$ cat src/rtl/keypad_hex_entry.sv
// Scans a 4x4 active-low keypad, debounces presses and shifts accepted hex digits into a 32-bit entry register.
// Latency: stable press to key_valid within 4*SCAN_DIV + DEBOUNCE_CNT + 3 cycles; no backpressure, one pulse per press.
module keypad_hex_entry #(
  parameter int SCAN_DIV     = 50000,
  parameter int DEBOUNCE_CNT = 500000
) (
  input  logic        clk,
  input  logic        rst_n,
  output logic [3:0]  row,
  input  logic [3:0]  col,
  input  logic        clr,
  output logic [31:0] num,
  output logic [3:0]  key_code,
  output logic        key_valid,
  output logic [3:0]  digit_cnt
);

  localparam int SW = $clog2(SCAN_DIV);
  localparam int DW = $clog2(DEBOUNCE_CNT);
  localparam logic [SW-1:0] SCAN_LAST = SW'(SCAN_DIV - 1);
  localparam logic [DW-1:0] DB_LAST   = DW'(DEBOUNCE_CNT - 1);

  typedef enum logic [1:0] {SCAN, DEBOUNCE, RELEASE} state_t;

  state_t        state_q, state_d;
  logic [3:0]    col_s1_q, col_s2_q;
  logic [1:0]    row_idx_q, row_idx_d;
  logic [SW-1:0] scan_cnt_q, scan_cnt_d;
  logic [DW-1:0] db_cnt_q, db_cnt_d;
  logic [3:0]    cap_col_q, cap_col_d;
  logic [31:0]   num_q, num_d;
  logic [3:0]    code_q, code_d;
  logic          valid_q, valid_d;
  logic [3:0]    digit_q, digit_d;

  logic          col_ok;
  logic [1:0]    col_idx;
  logic [3:0]    code;
  logic          accept;

  // Exactly one low column is a real key; several low columns are ghosting and ignored.
  assign col_ok = ($countones(~col_s2_q) == 1);

  always_comb begin
    col_idx = 2'd0;
    case (cap_col_q)
      4'b1110: col_idx = 2'd0;
      4'b1101: col_idx = 2'd1;
      4'b1011: col_idx = 2'd2;
      4'b0111: col_idx = 2'd3;
      default: col_idx = 2'd0;
    endcase
  end

  assign code = {row_idx_q, col_idx};

  always_comb begin
    state_d    = state_q;
    row_idx_d  = row_idx_q;
    scan_cnt_d = scan_cnt_q;
    db_cnt_d   = db_cnt_q;
    cap_col_d  = cap_col_q;
    accept     = 1'b0;
    case (state_q)
      SCAN: begin
        if (scan_cnt_q == SCAN_LAST) begin
          scan_cnt_d = '0;
          if (col_ok) begin
            state_d   = DEBOUNCE;
            cap_col_d = col_s2_q;
            db_cnt_d  = '0;
          end else begin
            row_idx_d = row_idx_q + 2'd1;
          end
        end else begin
          scan_cnt_d = scan_cnt_q + SW'(1);
        end
      end
      DEBOUNCE: begin
        if (col_s2_q != cap_col_q) begin
          state_d    = SCAN;
          row_idx_d  = row_idx_q + 2'd1;
          scan_cnt_d = '0;
        end else if (db_cnt_q == DB_LAST) begin
          accept   = 1'b1;
          state_d  = RELEASE;
          db_cnt_d = '0;
        end else begin
          db_cnt_d = db_cnt_q + DW'(1);
        end
      end
      RELEASE: begin
        // Any key still down restarts the idle window, so held keys never auto-repeat.
        if (col_s2_q != 4'b1111) begin
          db_cnt_d = '0;
        end else if (db_cnt_q == DB_LAST) begin
          state_d    = SCAN;
          row_idx_d  = row_idx_q + 2'd1;
          scan_cnt_d = '0;
        end else begin
          db_cnt_d = db_cnt_q + DW'(1);
        end
      end
      default: state_d = SCAN;
    endcase
  end

  // clr takes priority over a coinciding accept; the key is still consumed by the FSM.
  always_comb begin
    valid_d = accept && !clr;
    code_d  = (accept && !clr) ? code : code_q;
    num_d   = num_q;
    digit_d = digit_q;
    if (clr) begin
      num_d   = '0;
      digit_d = '0;
    end else if (accept) begin
      num_d   = {num_q[27:0], code};
      digit_d = (digit_q == 4'd8) ? 4'd8 : digit_q + 4'd1;
    end
  end

  always_ff @(posedge clk) begin
    if (!rst_n) begin
      state_q    <= SCAN;
      col_s1_q   <= 4'b1111;
      col_s2_q   <= 4'b1111;
      row_idx_q  <= 2'd0;
      scan_cnt_q <= '0;
      db_cnt_q   <= '0;
      cap_col_q  <= 4'b1111;
      num_q      <= '0;
      code_q     <= '0;
      valid_q    <= 1'b0;
      digit_q    <= '0;
    end else begin
      state_q    <= state_d;
      col_s1_q   <= col;
      col_s2_q   <= col_s1_q;
      row_idx_q  <= row_idx_d;
      scan_cnt_q <= scan_cnt_d;
      db_cnt_q   <= db_cnt_d;
      cap_col_q  <= cap_col_d;
      num_q      <= num_d;
      code_q     <= code_d;
      valid_q    <= valid_d;
      digit_q    <= digit_d;
    end
  end

  assign row       = ~(4'b0001 << row_idx_q);
  assign num       = num_q;
  assign key_code  = code_q;
  assign key_valid = valid_q;
  assign digit_cnt = digit_q;

endmodule

$ cat config.mk
export PLATFORM = sky130hd
export DESIGN_NAME = keypad_hex_entry
export DESIGN_NICKNAME = d
export VERILOG_FILES = /design/src/rtl/keypad_hex_entry.sv
export SDC_FILE = /design/constraint.sdc
export NUM_CORES = 1
export LEC_CHECK = 0
export ABC_AREA = 0
export CAP_MARGIN = 20
export CORE_MARGIN = 8
export CORE_UTILIZATION = 60
export CTS_CLUSTER_DIAMETER = 60
export DETAILED_ROUTE_END_ITERATION = 10
export PLACE_DENSITY = 0.85
export SETUP_SLACK_MARGIN = 0.2
export SYNTH_ARGS = -nofsm -noshare
export SYNTH_HDL_FRONTEND = slang
export SYNTH_SLANG_ARGS = --single-unit
$ cat constraint.sdc
create_clock -name clk -period 9.6 [get_ports clk]
set_clock_uncertainty 0.15 [all_clocks]
set_input_delay 0.96 -clock clk [delete_from_list [all_inputs] [get_ports clk]]
set_output_delay 0.96 -clock clk [all_outputs]
set_load 0.05 [all_outputs]
==> flow_summary.yaml <==
outcome:
  outcome: "completed"
critical_path:
  endpoint_kind: "register"
  crit_start: "col_s2_q[0]"
  slowest_stage: "fa_1"
  cpPeakStageDelay_ns: 0.55
  worst_ep_arrival_time_ns: 3.41
  cp_max_fo: 10
  worstRegToRegCells: 10
  critPathMostFrequentCell: "ha_1"
  path_cells: "fa_1 -> inv_1 -> ha_1 -> ha_1 -> nor3b_1 -> nand2_1 -> o21a_1 -> a211o_1 -> and2_4 -> a221o_1"
  path_class: "register to register"
  worstReg2RegEnd: "db_cnt_q[6]"
  worstPathRequired_ns: 9.70
  r2r_slack_ns: 6.29
  startpoint_type: "register"
  timing.rr.start: "col_s2_q[0]"
finish:
  diodes: 0
  fillers: 559
  final-seq-area_um2: 1840
  final_cell_count_no_fill: 681
  nets: 600
  area_growth_pct: 17.8
  multiInputGateArea_um2: 2380
  drive_above_1_share_pct: 6.36
die:
  core-area_um2: 7210
  die_h_um: 102
  die_width_um: 102
  initial_core_util_pct: 61.3
  ioPinCount: 52
  num_rows: 31
  dieArea_um2: 10400
timing:
  post-route-min-period_ns: 3.31
  hold_viol_final: 0
  fmax_mhz: 302
  relSlewSlack_pct: 33.4
  worstMarginPinSlew_ns: 0.999
  post-route-period-util_pct: 34.4
  setup_viol: 0
  rsz0062_at_grt: "no"
  slew_violations: 0
  fin_tns_setup_ns: 0
  whs_ns: 0.262
  fin_ws_ns: 6.29
clocking:
  numCtsBuffers: 9
  clock_sinks: 92
  cts_tree: "yes"
  clk_latency_ns: 0.36
  cts_resized: 0
  h-tree-depth: 3
  cts_root_buf: "clkbuf_8"
  hold_buffers: 0
  ctsLongestPathBuffers: 2
  cts_setup_buffers: 0
  cts.clk_slew.worst_paths_ns: 0.09
flow_run:
  drv_cap: 0
worst_hold_path:
  hold_start: "col_s1_q[3]"
  hold_class: "register to register"
  whs_path_depth: 1
  hold-path-endpoint: "col_s2_q[3]"
synth:
  synth-edff-count: 0
  synthMuxAreaShare_pct: 1.36
  synth_top_family_by_area: "simple AND/OR/NAND/NOR gates"
  ys.flop_type: "dfxtp_1"
  synth-adder-area-share_pct: 4.70
  syn_area_per_cell_um2: 8.21
  yosys.area_share.simple_pct: 28.5
  syn-num-nets: 562
  syn-cell-area_um2: 4420
  ys_warn_count: 0
  synth_xor_area_share_pct: 1.39
  synthArstFlopShare_pct: 0
  synthCells: 539
  ys_seq_area_share_pct: 41.6
  synth-seq-cells: 92
  synth_cell_types: 61
  synth_compound_area_share_pct: 17.9
global_route:
  grt_pass1_vias: 3628
  grt_remaining_overflow: 0
  grt_usage_pct: 19.3
  grt_max_degree: 61
  antenna_found_initial: 0
  grt_pass1_wl_um: 16400
drt:
  drt_pass1_iterations: 5
  finalWirelength_um: 9950
  post_drt_via_cell_ratio: 5.88
  remaining_drc_errors: 0
  avgRoutedWirePerCell_um: 14.6
  antenna_left: 0
  via_count: 4003
  drtIter0Drc: 262
power_and_ir_drop:
  p_int_uw: 566
  power_frac_seq_pct: 53.7
  switching_power_uw: 152
  clockPowerShare_pct: 43.6
  switching_share_pct: 21.2
  ir_worst_vdd_v: 0.000115
  p_leak_uw: 0.00181
  powerDensity_nw_per_um2: 138
  comb_power_share_pct: 2.7
  fin_total_pwr_uw: 719
place:
  numPortBuffers: 51
  post-place-ws_ns: 6.32
  dp.cells: 664
  gp_congestion: 0.859
  hpwl_um: 6910
-- Yosys cell counts (all sizes together), types with 8 or more instances --
library cell,count,share of area (%)
a221o,9,2.1
nand2,110,9.3
ha,15,4.2
nand3,18,2.0
nand4,9,1.3
o22ai,8,1.1
inv,19,1.6
dfxtp,92,42
a21boi,14,2.4
clkbuf,22,1.9
a21oi,51,5.8
o21ai,18,2.0
nor2,27,2.3
and3,22,3.1
nand2b,10,1.4
-- layout by cell type (no fill, tap or decap), types with 5 or more instances in the layout --
master | synthesis | layout
a21boi_0 | 12 | 12
a21oi_1 | 51 | 51
a221o_1 | 8 | 8
and2_1 | 5 | 5
and3_1 | 21 | 21
buf_4 | 1 | 5
clkbuf_8 | 0 | 9
clkdlybuf4s50_1 | 0 | 50
dfxtp_1 | 92 | 92
ha_1 | 15 | 15
inv_1 | 19 | 19
mux2i_1 | 6 | 6
nand2_1 | 110 | 110
nand2b_1 | 10 | 10
nand3_1 | 18 | 18
nand4_1 | 9 | 9
nand4b_1 | 5 | 5
nor2_1 | 27 | 27
nor3_1 | 6 | 6
o21ai_0 | 17 | 17
o22ai_1 | 8 | 8
or4_1 | 5 | 5
xor2_1 | 7 | 7
-- stage by stage --
stage                     instance area (um^2)  util (%)
after detailed placement                  4960      68.7
after global routing                      5210      72.2
after floorplan                           4420         -
final                                     5210      72.2
after global placement                    4960      68.7
after CTS                                 5200      72.1
-- power groups by stage --
| stage | logic (uW) | clock network, uW | registers, uW |
|---|---|---|---|
| after floorplan | 14.5 | 0 | 394 |
| after global placement | 18.7 | 0 | 395 |
| after detailed placement | 19.2 | 0 | 395 |
| after CTS | 19.3 | 317 | 386 |
| after global routing | 21.6 | 334 | 386 |
| final | 19.4 | 313 | 386 |
-- area by class of cell --
class / count / area share (%)
Clock buffer: 9 / 2.38
Clock inverter: 7 / 2.31
Inverter: 19 / 1.37
Multi-Input combinational cell: 399 / 45.8
Sequential cell: 92 / 35.4
Tap cell: 99 / 2.38
Timing Repair Buffer: 56 / 10.4
-- flip-flops by register name, summed over array words and instances, names as in the netlist --
signal      count
scan_cnt_q     16
db_cnt_q       19
key_valid       1
col_s1_q        4
key_code        4
row_idx_q       2
cap_col_q       4
col_s2_q        4
digit_cnt       4
num            32
state_q         2
-- how the worst max path moves through the flow --
| stage | endpoint | slack (ns) | depth (start not counted) |
|---|---|---|---|
| 4_1_cts | db_cnt_q[6] | 6.30 | 10 |
| 5_1_grt | db_cnt_q[12] | 5.95 | 10 |
| 3_3_place_gp | db_cnt_q[6] | 6.46 | 10 |
| 2_1_floorplan | db_cnt_q[4] | 6.50 | 12 |
| 6_report | db_cnt_q[6] | 6.29 | 10 |
| 3_5_place_dp | db_cnt_q[14] | 6.32 | 10 |
-- layer usage --
layer | vias up | track usage [%] | part of all wire, %
met5 | - | 0 | 0
li1 | 1965 | - | -
met4 | 0 | 5.87 | 1.6
met2 | 150 | 31.5 | 47
met3 | 17 | 4.43 | 7.4
met1 | 1871 | 24.6 | 44
-- cell families (layout without fill, tap and decap cells) --
logic type	after synthesis	after routing
AND/OR/NAND/NOR	246	246
AO/OA/AOI/OAI	124	124
flip-flops	92	92
buffers and inverters	48	91
adder cells (fa/ha/maj)	16	16
XOR/XNOR	7	7
multiplexers	6	6
-- critical path: cells and delay by family, from the launching register on --
| kind | cells | cell delay [ns] |
|---|---|---|
| and+or+nand+nor | 3 | 0.69 |
| buffers and inverters | 1 | 0.04 |
| DFF | 1 | 0.37 |
| AOI/OAI and AO/OA | 3 | 0.96 |
| adders and majority gates | 3 | 1.00 |
Note: power is estimated with default switching activity, not from simulation.
